[config.mk]
export PLATFORM = sky130hd
export DESIGN_NAME = mmio_uart_tx
export DESIGN_NICKNAME = d
export VERILOG_FILES = /design/src/rtl/mmio_uart_tx.sv
export SDC_FILE = /design/constraint.sdc
export NUM_CORES = 1
export LEC_CHECK = 0
export ABC_AREA = 1
export ABC_CLOCK_PERIOD_IN_PS = 3880
export CORE_ASPECT_RATIO = 1.75
export CORE_MARGIN = 2
export CORE_UTILIZATION = 59
export CTS_BUF_LIST = sky130_fd_sc_hd__clkbuf_4
export DETAILED_ROUTE_END_ITERATION = 7
export MAX_ROUTING_LAYER = met4
export PLACE_DENSITY = 0.86
export SETUP_SLACK_MARGIN = 0.15
export SLEW_MARGIN = 20
export SYNTH_ARGS = -nofsm -noshare
export SYNTH_HDL_FRONTEND = slang
export SYNTH_SLANG_ARGS = --single-unit
[constraint.sdc]
create_clock -name cpu_clk_50M -period 3.88 [get_ports cpu_clk_50M]
set_input_delay 0.776 -clock cpu_clk_50M [delete_from_list [all_inputs] [get_ports cpu_clk_50M]]
set_output_delay 0.776 -clock cpu_clk_50M [all_outputs]
set_load 0.02 [all_outputs]
[src/rtl/mmio_uart_tx.sv]
// Memory-mapped UART transmitter: bus writes fill a TX FIFO that is serialised 8N1 on txd.
// Define UART_TX_PARITY_EN to add a parity bit (CTRL bit1 selects odd parity).
module mmio_uart_tx #(
    parameter logic [31:0] BASE_ADDR  = 32'hBFD0_0000,
    parameter int unsigned FIFO_DEPTH = 16,
    parameter logic [15:0] DIV_RESET  = 16'd433
) (
    input  logic        cpu_clk_50M,
    input  logic        cpu_rst,
    input  logic [31:0] daddr,
    input  logic        dce,
    input  logic [3:0]  we,
    input  logic [31:0] din,
    output logic [31:0] dm,
    output logic        txd,
    output logic        irq
);
    localparam int unsigned AW = $clog2(FIFO_DEPTH);
    localparam logic [AW:0] FULL_CNT = (AW + 1)'(FIFO_DEPTH);

    typedef enum logic [2:0] {StIdle, StStart, StData, StParity, StStop} state_e;

    state_e        state_q;
    logic [15:0]   baud_q, timer_q;
    logic [2:0]    bit_idx_q;
    logic [7:0]    data_q;
    logic          txd_q, irq_en_q, ovf_q;
    logic [31:0]   dm_q;
    logic [7:0]    mem_q [FIFO_DEPTH];
    logic [AW-1:0] wr_ptr_q, rd_ptr_q;
    logic [AW:0]   count_q;

    logic        sel, is_wr, is_rd, push, push_ok, pop, ovf_clr;
    logic        full, empty, busy, par_odd;
    logic [1:0]  reg_sel;
    logic [7:0]  fifo_rdata;
    logic [31:0] rdata;
    logic        unused;

    assign sel     = dce & (daddr[31:4] == BASE_ADDR[31:4]);
    assign reg_sel = daddr[3:2];
    assign is_wr   = sel & (|we);
    assign is_rd   = dce & ~(|we);
    assign push    = is_wr & (reg_sel == 2'd0) & we[0];
    assign ovf_clr = is_wr & (reg_sel == 2'd1) & we[0] & din[3];
    assign unused  = ^{daddr[1:0], din[31:16], we[3:2]};

    assign full       = (count_q == FULL_CNT);
    assign empty      = (count_q == '0);
    assign busy       = (state_q != StIdle);
    assign fifo_rdata = mem_q[rd_ptr_q];

    // The FSM takes a byte on leaving IDLE or on finishing a stop bit, keeping frames contiguous.
    always_comb begin
        pop     = ~empty & ((state_q == StIdle) | ((state_q == StStop) & (timer_q == '0)));
        push_ok = push & (~full | pop);
    end

    always_ff @(posedge cpu_clk_50M) begin
        if (push_ok) mem_q[wr_ptr_q] <= din[7:0];
    end

    always_ff @(posedge cpu_clk_50M) begin
        if (cpu_rst) begin
            wr_ptr_q <= '0;
            rd_ptr_q <= '0;
            count_q  <= '0;
            ovf_q    <= 1'b0;
        end else begin
            if (push_ok) wr_ptr_q <= wr_ptr_q + 1'b1;
            if (pop)     rd_ptr_q <= rd_ptr_q + 1'b1;
            if (push_ok & ~pop)      count_q <= count_q + 1'b1;
            else if (~push_ok & pop) count_q <= count_q - 1'b1;
            // A fresh overflow beats a simultaneous clear.
            if (push & full & ~pop) ovf_q <= 1'b1;
            else if (ovf_clr)       ovf_q <= 1'b0;
        end
    end

`ifdef UART_TX_PARITY_EN
    logic par_odd_q;
    always_ff @(posedge cpu_clk_50M) begin
        if (cpu_rst) par_odd_q <= 1'b0;
        else if (is_wr && reg_sel == 2'd3 && we[0]) par_odd_q <= din[1];
    end
    assign par_odd = par_odd_q;
`else
    assign par_odd = 1'b0;
`endif

    always_comb begin
        rdata = '0;
        case (reg_sel)
            2'd1:    rdata = {16'h0, 8'(count_q), 4'h0, ovf_q, empty, full, busy};
            2'd2:    rdata = {16'h0, baud_q};
            2'd3:    rdata = {30'h0, par_odd, irq_en_q};
            default: rdata = '0;
        endcase
    end

    always_ff @(posedge cpu_clk_50M) begin
        if (cpu_rst) begin
            baud_q   <= DIV_RESET;
            irq_en_q <= 1'b0;
            dm_q     <= '0;
        end else begin
            if (is_wr && reg_sel == 2'd2 && we[1:0] == 2'b11) baud_q <= din[15:0];
            if (is_wr && reg_sel == 2'd3 && we[0])            irq_en_q <= din[0];
            if (is_rd) dm_q <= sel ? rdata : '0;
        end
    end

    always_ff @(posedge cpu_clk_50M) begin
        if (cpu_rst) begin
            state_q   <= StIdle;
            txd_q     <= 1'b1;
            timer_q   <= '0;
            bit_idx_q <= '0;
            data_q    <= '0;
        end else begin
            case (state_q)
                StIdle: begin
                    if (!empty) begin
                        state_q <= StStart;
                        data_q  <= fifo_rdata;
                        timer_q <= baud_q;
                        txd_q   <= 1'b0;
                    end
                end
                StStart: begin
                    if (timer_q == '0) begin
                        state_q   <= StData;
                        bit_idx_q <= '0;
                        timer_q   <= baud_q;
                        txd_q     <= data_q[0];
                    end else begin
                        timer_q <= timer_q - 1'b1;
                    end
                end
                StData: begin
                    if (timer_q == '0) begin
                        timer_q <= baud_q;
                        if (bit_idx_q == 3'd7) begin
`ifdef UART_TX_PARITY_EN
                            state_q <= StParity;
                            txd_q   <= (^data_q) ^ par_odd;
`else
                            state_q <= StStop;
                            txd_q   <= 1'b1;
`endif
                        end else begin
                            bit_idx_q <= bit_idx_q + 3'd1;
                            txd_q     <= data_q[bit_idx_q + 3'd1];
                        end
                    end else begin
                        timer_q <= timer_q - 1'b1;
                    end
                end
`ifdef UART_TX_PARITY_EN
                StParity: begin
                    if (timer_q == '0) begin
                        state_q <= StStop;
                        timer_q <= baud_q;
                        txd_q   <= 1'b1;
                    end else begin
                        timer_q <= timer_q - 1'b1;
                    end
                end
`endif
                StStop: begin
                    if (timer_q == '0) begin
                        if (!empty) begin
                            state_q <= StStart;
                            data_q  <= fifo_rdata;
                            timer_q <= baud_q;
                            txd_q   <= 1'b0;
                        end else begin
                            state_q <= StIdle;
                            txd_q   <= 1'b1;
                        end
                    end else begin
                        timer_q <= timer_q - 1'b1;
                    end
                end
                default: begin
                    state_q <= StIdle;
                    txd_q   <= 1'b1;
                end
            endcase
        end
    end

    assign dm  = dm_q;
    assign txd = txd_q;
    assign irq = irq_en_q & empty & ~busy;

endmodule

==> flow_metrics.py <==
metrics = {
    "critical_path": {
        "crit_fanout": 4,
        "crit_path_frequent_cell": "nor2_1",
        "slowest_delay_ns": 0.44,
        "worstPathCellList": "clkdlybuf4s50_1 -> or2_1 -> nor2_1 -> nand2_1 -> nor2_4 -> nand3_1 -> nor2_8 -> ha_1 -> inv_1 -> fa_1 -> a21o_1 -> a21oi_1 -> nor2_1 -> nor2_1 -> nand2_1 -> o21ai_0 -> a21oi_1",
        "reg2reg_setup_slack_ns": 0.62,
        "critPathCaptureType": "register",
        "cp-start-kind": "input pin",
        "r2r-start": "timer_q[0]",
        "startpoint": "daddr[5]",
        "path_depth": 17,
        "worstPathRequired_ns": 4.36,
        "arrival_ns": 3.77,
        "slowest_stage": "fa_1",
        "reg2regPathDepth": 18,
        "r2r_end": "count_q[4]",
        "path_delay_family": "simple AND/OR/NAND/NOR gates",
        "critPathKind": "input pin to register",
        "cp-endpoint": "count_q[4]",
        "path_buf_inv": 2,
    },
    "cells_and_area": {
        "final_cells": 1494,
        "syn2layout_area_growth_pct": 13.8,
        "layout-drive-gt1-share": 0.117,
        "final_nets": 1318,
        "fin_util": 0.679,
        "final_cell_area_um2": 11500,
        "fill_cells": 1356,
    },
    "yosys": {
        "yosysSeqAreaShare": 0.545,
        "synthesis.area_um2": 10100,
        "synthFlopType": "edfxtp_1",
        "ys_async_sr_fraction": 0,
        "syn_inst": 1141,
        "yosysTopAreaCell": "edfxtp_1",
        "synth-edff-count": 128,
        "ys_warn_count": 0,
        "yosys_register_bits": 210,
        "synth_cell_type_count": 44,
        "yosys.area.top_type_share": 0.382,
        "synth_most_common_cell": "nor2_1",
        "syn_avg_cell_area_um2": 8.82,
        "synth_area_leaders": "edfxtp_1, dfxtp_1, nor2_1, nand2_1, o21ai_0",
        "synthTopCellsByCount": "nor2_1, nand2_1, edfxtp_1, o21ai_0, dfxtp_1",
    },
    "route": {
        "via_count": 8165,
        "dr.pass1.iters": 4,
        "route.detailed.drc": 0,
        "vias_per_cell": 5.47,
        "routedWlPerCell_um": 16.2,
        "totalWireLength_um": 24200,
        "drt_iter0_markers": 425,
        "ant_nets": 0,
    },
    "grt": {
        "grt-ovfl-total": 0,
        "antenna_found_initial": 1,
        "grt_pass1_vias": 8188,
        "grt_first_pass_wirelength_um": 38800,
        "grt_max_degree": 65,
        "grt_usage": 0.282,
    },
    "die": {
        "die-area_um2": 18200,
        "rows": 63,
        "core_um2": 16900,
        "start_util": 0.597,
        "die_w_um": 103,
        "io-pin-count": 105,
        "fp.dieH_um": 177,
    },
    "place": {
        "portBuffers": 70,
        "dp_hpwl_um": 16700,
        "place_inst": 1414,
        "place_area_um2": 10900,
        "routabilityCongestion": 0.958,
    },
    "timing": {
        "rsz0062_at_grt": "no",
        "slew_headroom": 0.300,
        "fin_crit_sh": 0.849,
        "fin_crit_ns": 3.29,
        "fin_skew_ns": 0.0452,
        "worstMarginPinSlew_ns": 1.05,
        "final-hold-violation-count": 0,
        "setup_viol": 0,
        "slew_violations": 0,
        "max_freq_ghz": 0.304,
        "finalSetupTns_ns": 0,
    },
    "power": {
        "ir_drop_v": 0.000372,
        "power_density_nw_per_um2": 614,
        "leakage_nw": 4.40,
        "finalPower_mw": 7.04,
    },
    "run_status": {
        "status": "finished clean",
    },
    "clock_tree": {
        "cts_resized": 0,
        "hold_buffers": 0,
        "clkSlewWorstSetupHoldPaths_ns": 0.07,
        "numCtsBuffers": 45,
        "clk_latency_ns": 0.62,
        "cts_tree": "built",
        "root_buffer": "clkbuf_4",
        "max-clock-path-buffers": 3,
        "numClockSinks": 210,
        "postCtsSetupRepairBufs": 0,
        "h-tree-depth": 2,
    },
    "worst_hold_path": {
        "min_path_type": "register to register",
        "hold_start": "dm[0]",
    },
    "job": {
        "max_cap_violations": 0,
    },
}
## state kept, by name, summed over array words and instances (netlist names), named ones only
register / flops
bit_idx_q: 3
timer_q: 16
mem_q: 128
state_q: 3
count_q: 5
wr_ptr_q: 4
baud_q: 16
ovf_q: 1
data_q: 8
txd: 1
rd_ptr_q: 4
irq_en_q: 1
dm: 16
## metal layers
| layer | vias up | part of all wire | GRT usage |
|---|---|---|---|
| met3 | 88 | 0.046 | 0.0399 |
| met1 | 3753 | 0.35 | 0.282 |
| li1 | 4019 | - | - |
| met2 | 305 | 0.55 | 0.509 |
| met5 | - | 0 | - |
| met4 | 0 | 0.050 | 0.161 |
## tightest hold or removal path, stage by stage, from the launching register on
cell and delay [ns]:
dfxtp_1 0.30, nand2_1 0.06, a21oi_1 0.06
## cell type report
cell class                 count  area (µm²)  area share
antenna                        1        2.50    0.000218
clock buffer                  58         435      0.0380
clock inverter                21         101     0.00884
inverter                      90         342      0.0298
multi-input combinational    793        3930       0.343
sequential                   210        5490       0.479
tap                          227         284      0.0248
timing repair buffer          94         876      0.0764
## cell usage in the layout, fill, tap and decap left out, types with 5 or more instances in the layout
master,instances
nor2_1,216
nand2_1,202
edfxtp_1,128
o21ai_0,99
dfxtp_1,81
inv_1,79
clkdlybuf4s50_1,69
clkbuf_4,58
nand3_1,55
a21oi_1,46
o211ai_1,25
buf_4,24
o21ai_1,19
conb_1,16
clkinv_1,13
o31ai_1,12
ha_1,12
clkinv_2,9
a31oi_1,8
xor2_1,8
nor2_4,7
nand3_2,7
a211oi_2,7
nand4_1,6
nand2_2,6
nor2_2,6
inv_2,6
or2_0,6
nand2_4,5
## metrics by stage
step                      hold WS, ns  worst slack [ns]
after floorplan                 0.439             0.787
after global placement          0.456             0.204
after detailed placement        0.458            0.0650
after CTS                       0.465             0.675
after global routing            0.481             0.450
final                           0.465             0.588
## where the power goes
| group | switching (mW) | leakage [nW] | internal [mW] |
|---|---|---|---|
| clock | 0.830 | 0.308 | 0.714 |
| sequential | 0.229 | 1.82 | 2.52 |
| combinational | 1.86 | 2.27 | 0.884 |
## worst min path at each step
stage	to	slack (ns)	depth (start not counted)
after detailed placement	dm[5]	0.46	2
after global placement	dm[5]	0.46	2
after global routing	dm[0]	0.48	2
after floorplan	dm[5]	0.44	2
after CTS	dm[0]	0.47	2
final	dm[0]	0.46	2
## cell families (layout without fill, tap and decap cells)
group / after synthesis / after routing / share of synthesized area
simple gates: 524 / 524 / 0.225
compound gates: 229 / 229 / 0.133
flops: 210 / 210 / 0.545
buf+inv: 153 / 263 / 0.0705
fa+ha+maj: 13 / 13 / 0.0169
xor+xnor: 11 / 11 / 0.00957
other cells: 1 / 17 / 0.000372
Power figures use the tool's default switching activity.
